==> config.mk <==
export PLATFORM = sky130hd
export DESIGN_NAME = psum_accum_ctrl
export DESIGN_NICKNAME = d
export VERILOG_FILES = /design/src/rtl/core_pkg.sv /design/src/rtl/psum_lane_add.sv /design/src/rtl/psum_accum_ctrl.sv
export SDC_FILE = /design/constraint.sdc
export NUM_CORES = 1
export LEC_CHECK = 0
export ABC_AREA = 1
export CAP_MARGIN = 20
export CORE_AREA = 2 2 217 219
export DETAILED_ROUTE_END_ITERATION = 16
export DIE_AREA = 0 0 219 221
export PLACE_DENSITY = 0.67
export RECOVER_POWER = 100
export SLEW_MARGIN = 20
export SYNTH_ARGS = -nofsm -noshare
export SYNTH_HDL_FRONTEND = slang
export SYNTH_SLANG_ARGS = --single-unit
==> constraint.sdc <==
create_clock -name clk -period 15.1 [get_ports clk]
set_clock_uncertainty 0.05 [all_clocks]
set_input_delay 2.265 -clock clk [delete_from_list [all_inputs] [get_ports clk]]
set_output_delay 2.265 -clock clk [all_outputs]
set_load 0.05 [all_outputs]
==> src/rtl/core_pkg.sv <==
// Shared definitions for the PSUM accumulate controller: FSM encoding,
// SRAM control polarities and the per-tile pass configuration.
package core_pkg;

   typedef enum logic [2:0] {
      ST_IDLE  = 3'd0,
      ST_WAIT  = 3'd1,
      ST_FETCH = 3'd2,
      ST_ACC   = 3'd3,
      ST_WRITE = 3'd4
   } state_t;

   localparam logic CEN_ON  = 1'b0;
   localparam logic CEN_OFF = 1'b1;
   localparam logic WEN_WR  = 1'b0;
   localparam logic WEN_RD  = 1'b1;

   typedef struct packed {
      logic first;
      logic relu;
   } pass_cfg_t;

endpackage

==> src/rtl/psum_lane_add.sv <==
// One accumulate lane: signed add with one guard bit, saturation to the
// psum range, then optional ReLU. Purely combinational.
module psum_lane_add #(
   parameter int unsigned psum_bw = 16
) (
   input  logic signed [psum_bw-1:0] a,
   input  logic signed [psum_bw-1:0] b,
   input  logic                      relu,
   output logic signed [psum_bw-1:0] y
);

   localparam int unsigned SUM_W = psum_bw + 1;

   logic signed [SUM_W-1:0]   sum;
   logic signed [psum_bw-1:0] sat;

   always_comb begin
      sum = {a[psum_bw-1], a} + {b[psum_bw-1], b};
      // guard bit disagreeing with the sign bit means the result left the range
      if (sum[SUM_W-1] != sum[SUM_W-2]) begin
         sat = sum[SUM_W-1] ? {1'b1, {(psum_bw-1){1'b0}}} : {1'b0, {(psum_bw-1){1'b1}}};
      end else begin
         sat = sum[psum_bw-1:0];
      end
      y = (relu && sat[psum_bw-1]) ? '0 : sat;
   end

endmodule

==> src/rtl/psum_accum_ctrl.sv <==
// Tile sequencer: pops OFIFO rows, reads/accumulates/writes back PSUM SRAM
// entries lane by lane, and streams each result with a start/done handshake.
module psum_accum_ctrl
   import core_pkg::*;
#(
   parameter int unsigned col     = 8,
   parameter int unsigned psum_bw = 16,
   parameter int unsigned addr_w  = 11
) (
   input  logic                     clk,
   input  logic                     reset,
   input  logic                     start,
   input  logic [addr_w-1:0]        cfg_base,
   input  logic [addr_w:0]          cfg_count,
   input  logic                     cfg_first,
   input  logic                     cfg_relu,
   input  logic                     ofifo_valid,
   input  logic [col*psum_bw-1:0]   ofifo_out,
   output logic                     ofifo_rd,
   output logic                     CEN_pmem,
   output logic                     WEN_pmem,
   output logic [addr_w-1:0]        A_pmem,
   output logic [col*psum_bw-1:0]   D_pmem,
   input  logic [col*psum_bw-1:0]   Q_pmem,
   output logic [col*psum_bw-1:0]   sfp_out,
   output logic                     out_valid,
   output logic                     busy,
   output logic                     done
);

   localparam int unsigned VEC_W = col * psum_bw;
   localparam int unsigned CNT_W = addr_w + 1;

   state_t             state, state_n;
   logic [addr_w-1:0]  ptr, ptr_n;
   logic [CNT_W-1:0]   remaining, remaining_n;
   pass_cfg_t          pcfg, pcfg_n;

   logic               ofifo_rd_n, cen_n, wen_n, out_valid_n, busy_n, done_n;
   logic [addr_w-1:0]  a_n;
   logic [VEC_W-1:0]   d_n, sfp_n, sum_vec;

   // Per-lane datapath; the old value is forced to zero on a first pass
   for (genvar i = 0; i < col; i++) begin : g_lane
      logic [psum_bw-1:0] addend;
      assign addend = pcfg.first ? '0 : Q_pmem[i*psum_bw +: psum_bw];
      psum_lane_add #(.psum_bw(psum_bw)) u_lane (
         .a    (ofifo_out[i*psum_bw +: psum_bw]),
         .b    (addend),
         .relu (pcfg.relu),
         .y    (sum_vec[i*psum_bw +: psum_bw])
      );
   end

   always_ff @(posedge clk or posedge reset) begin
      if (reset) begin
         state     <= ST_IDLE;
         ptr       <= '0;
         remaining <= '0;
         pcfg      <= '0;
         ofifo_rd  <= 1'b0;
         CEN_pmem  <= CEN_OFF;
         WEN_pmem  <= WEN_RD;
         A_pmem    <= '0;
         D_pmem    <= '0;
         sfp_out   <= '0;
         out_valid <= 1'b0;
         busy      <= 1'b0;
         done      <= 1'b0;
      end else begin
         state     <= state_n;
         ptr       <= ptr_n;
         remaining <= remaining_n;
         pcfg      <= pcfg_n;
         ofifo_rd  <= ofifo_rd_n;
         CEN_pmem  <= cen_n;
         WEN_pmem  <= wen_n;
         A_pmem    <= a_n;
         D_pmem    <= d_n;
         sfp_out   <= sfp_n;
         out_valid <= out_valid_n;
         busy      <= busy_n;
         done      <= done_n;
      end
   end

   always_comb begin
      state_n     = state;
      ptr_n       = ptr;
      remaining_n = remaining;
      pcfg_n      = pcfg;
      ofifo_rd_n  = 1'b0;
      cen_n       = CEN_OFF;
      wen_n       = WEN_RD;
      a_n         = A_pmem;
      d_n         = D_pmem;
      sfp_n       = sfp_out;
      out_valid_n = 1'b0;
      busy_n      = busy;
      done_n      = 1'b0;

      case (state)
         ST_IDLE: begin
            if (start) begin
               pcfg_n.first = cfg_first;
               pcfg_n.relu  = cfg_relu;
               ptr_n        = cfg_base;
               remaining_n  = cfg_count;
               if (cfg_count == '0) begin
                  done_n = 1'b1;
                  busy_n = 1'b0;
               end else begin
                  state_n = ST_WAIT;
                  busy_n  = 1'b1;
               end
            end
         end
         ST_WAIT: begin
            if (ofifo_valid) state_n = ST_FETCH;
         end
         ST_FETCH: state_n = ST_ACC;
         ST_ACC: begin
            d_n     = sum_vec;
            sfp_n   = sum_vec;
            state_n = ST_WRITE;
         end
         ST_WRITE: begin
            ptr_n       = ptr + addr_w'(1);
            remaining_n = remaining - CNT_W'(1);
            if (remaining == CNT_W'(1)) begin
               state_n = ST_IDLE;
               busy_n  = 1'b0;
               done_n  = 1'b1;
            end else if (ofifo_valid) begin
               // a row is already waiting: skip WAIT to sustain 3 cycles/vector
               state_n = ST_FETCH;
            end else begin
               state_n = ST_WAIT;
            end
         end
         default: state_n = ST_IDLE;
      endcase

      // Registered strobes are decoded from the state being entered
      case (state_n)
         ST_FETCH: begin
            ofifo_rd_n = 1'b1;
            if (!pcfg_n.first) begin
               cen_n = CEN_ON;
               a_n   = ptr_n;
            end
         end
         ST_WRITE: begin
            cen_n       = CEN_ON;
            wen_n       = WEN_WR;
            a_n         = ptr_n;
            out_valid_n = 1'b1;
         end
         default: ;
      endcase
   end

endmodule

==> impl_metrics.tcl <==
set metrics [dict create \
    synth-main-ff-cell "dfrtp_1" \
    path_clk_slew_ps 80 \
    antenna_found_initial 8 \
    fin_cells 3753 \
    rsz0062_at_grt "no" \
    reg2reg_from "state[2]" \
    cts_resized 0 \
    tightest_slew_ps 4982 \
    synth-warning-count 0 \
    share_comb_of_total_power 0.725 \
    worst_ep_arrival_time_ps 7610 \
    post-route-util 0.4923 \
    multi_input_area_um2 9847 \
    cts_root_buf "clkbuf_16" \
    violations "max-capacitance violations, max-slew violations" \
    seq_area_frac_synth 0.2545 \
    dr_total_vias 18050 \
    drive_gt1_frac 0.01623 \
    cts_tree "yes" \
    max-cap-violations 12 \
    route.detailed.drc 0 \
    async_flop_share 1.000 \
    drtIter0Drc 990 \
    maxSlewViolCount 336 \
    syn_nets 3161 \
    yosysUniqueCellTypes 40 \
    grt_usage 0.2467 \
    cts_hold_buf 0 \
    internal_power_mw 2.078 \
    ff2ff_setup_slack_ps 7840 \
    holdPathEnd "A_pmem[8]" \
    die_y_um 221 \
    wl_um 60170 \
    dpl_worst_slack_ps 9879 \
    clock.fmax_ghz 0.1376 \
    core_um2 46060 \
    port_buffers 557 \
    grt_pass1_vias 17500 \
    post_cts.repair.setup_buffers 0 \
    yosysMostFrequentCell "nand2_1" \
    die_w_um 219 \
    ant_nets 0 \
    clkPwrFrac 0.092 \
    setup_tns_ps 0 \
    numCtsBuffers 17 \
    worstSetupPathType "flip-flop to flip-flop" \
    hold_depth 2 \
    status "finished with violations" \
    critPathLaunchType "flip-flop" \
    required_ps 15450 \
    reg2reg_to "sfp_out[50]" \
    rows 79 \
    synth_edf_count 0 \
    die_area_um2 48400 \
    power_density_nw_per_um2 226.6 \
    htree_levels 4 \
    insertion_delay_ps 470 \
    syn_area_um2 17020 \
    leakage_nw 12.56 \
    max_slew_margin -2.339 \
    total_power_mw 5.140 \
    initial_core_util 0.3695 \
    grt_pass1_wl_um 94690 \
    pwr-share-seq 0.183 \
    place_hpwl_um 48960 \
    dp_cells 3717 \
    min_path_type "flip-flop to flip-flop" \
    vdd_drop_max_v 0.0002213 \
    grt_overflow 0 \
    routedWlPerCell_um 16.03 \
    endpoint_kind "flip-flop" \
    yosys.area.top_type "dfrtp_1" \
    avgSynthCellArea_um2 6.218 \
    fin_ws_ps 7835 \
    p_switching_mw 3.062 \
    setup_viol 0 \
    synth_area_leaders "dfrtp_1 25%, nand2_1 24%, ha_1 9.6%" \
    nNetsFinal 3553 \
    clock_sinks 173 \
    gp_congestion 0.9572 \
    swShare 0.5957 \
    final_hold_viol_count 0 \
    fin_crit_sh 0.4811 \
    grt_max_degree 106 \
    synthCells 2737 \
    io_pins 558 \
    drt_pass1_iterations 5 \
    cts.path.max_buffers 2 \
    r2r_cells 6 \
    yosys.area.top_type_share 0.2515 \
    min_from "A_pmem[8]" \
    nFillCells 4750 \
    area_growth_pct 33.26 \
    ff_latch_area_um2 4335 \
    min_period_ps 7265 \
    synthTopCellsByCount "1096 x nand2_1, 395 x inv_1, 218 x nand3_1" \
    synth_seq_cells 173 \
    critPathLaunch "state[2]" \
    viasPerCell 4.810 \
    critPathMaxFanout 61 \
]
power by group through the flow:
stage | Clock (mW) | Sequential (mW) | Combinational (mW)
2_1_floorplan | 0 | 1.51 | 2.29
3_3_place_gp | 0 | 0.964 | 3.83
3_5_place_dp | 0 | 0.965 | 3.86
4_1_cts | 0.486 | 0.964 | 3.87
5_1_grt | 0.501 | 0.972 | 4.03
6_report | 0.471 | 0.941 | 3.73
worst max-delay path by stage:
| stage | cells past startpoint | endpoint |
|---|---|---|
| floorplan | 1 | A_pmem[0] |
| global placement | 16 | sfp_out[27] |
| detailed placement | 16 | sfp_out[25] |
| CTS | 16 | sfp_out[25] |
| global route | 6 | sfp_out[50] |
| finish | 6 | sfp_out[50] |
flip-flops by register name, indices dropped and copies added (netlist names), 2 cells and up:
name / flops
ptr: 11
sfp_out: 128
remaining: 12
pcfg: 2
state: 3
A_pmem: 11
final cells by class:
type | instances | share of cell area
well taps | 607 | 0.03349
multi-input cells | 1974 | 0.4342
clock inverters | 13 | 0.007503
diodes | 4 | 0.0004414
clock buffers | 19 | 0.01953
inverters | 401 | 0.06648
repair buffers | 562 | 0.2472
flip-flops and latches | 173 | 0.1912
worst max-delay path: stages (launching register included):
cell and delay (ps):
dfrtp_1 490, nor3_1 1400, clkinvlp_2 1640, clkbuf_1 1450, o21ai_0 1850, nand2_1 180, nand2_1 110
metal layers:
| metal | up-vias | share of wire | GRT usage |
|---|---|---|---|
| met2 | 593 | 0.50 | 0.4466 |
| met3 | 55 | 0.066 | 0.04921 |
| li1 | 9136 | - | - |
| met4 | 8 | 0.015 | 0.05122 |
| met5 | - | 0.00090 | 0 |
| met1 | 8261 | 0.42 | 0.3000 |
metrics by stage:
stage,hold WS (ps),instance area (µm²)
after CTS,428.4,22740
after detailed placement,409.2,22130
after floorplan,440.9,17020
after global routing,454.0,22670
after global placement,411.8,22130
final,422.0,22680
logic make-up after synthesis:
logic type                 count (synthesis)  share of synthesized area
xor gates and xnor gates                  74                    0.03809
DFF                                      173                     0.2545
AOI/OAI and AO/OA                        176                    0.06036
buffers and inverters                    590                     0.1633
adders and majority gates                139                     0.1057
and+or+nand+nor                         1585                     0.3780
placed cells by master, fill, tap and decap left out, types with 24 or more instances in the layout:
master | synthesis | final
a21oi_1 | 114 | 114
clkdlybuf4s50_1 | 0 | 281
dfrtp_1 | 171 | 170
dlygate4sd3_1 | 0 | 276
ha_1 | 131 | 131
inv_1 | 395 | 396
nand2_1 | 1096 | 1096
nand3_1 | 218 | 218
nor2_1 | 207 | 208
o21ai_0 | 16 | 24
xnor2_1 | 72 | 72
(Power assumes the default switching activity.)
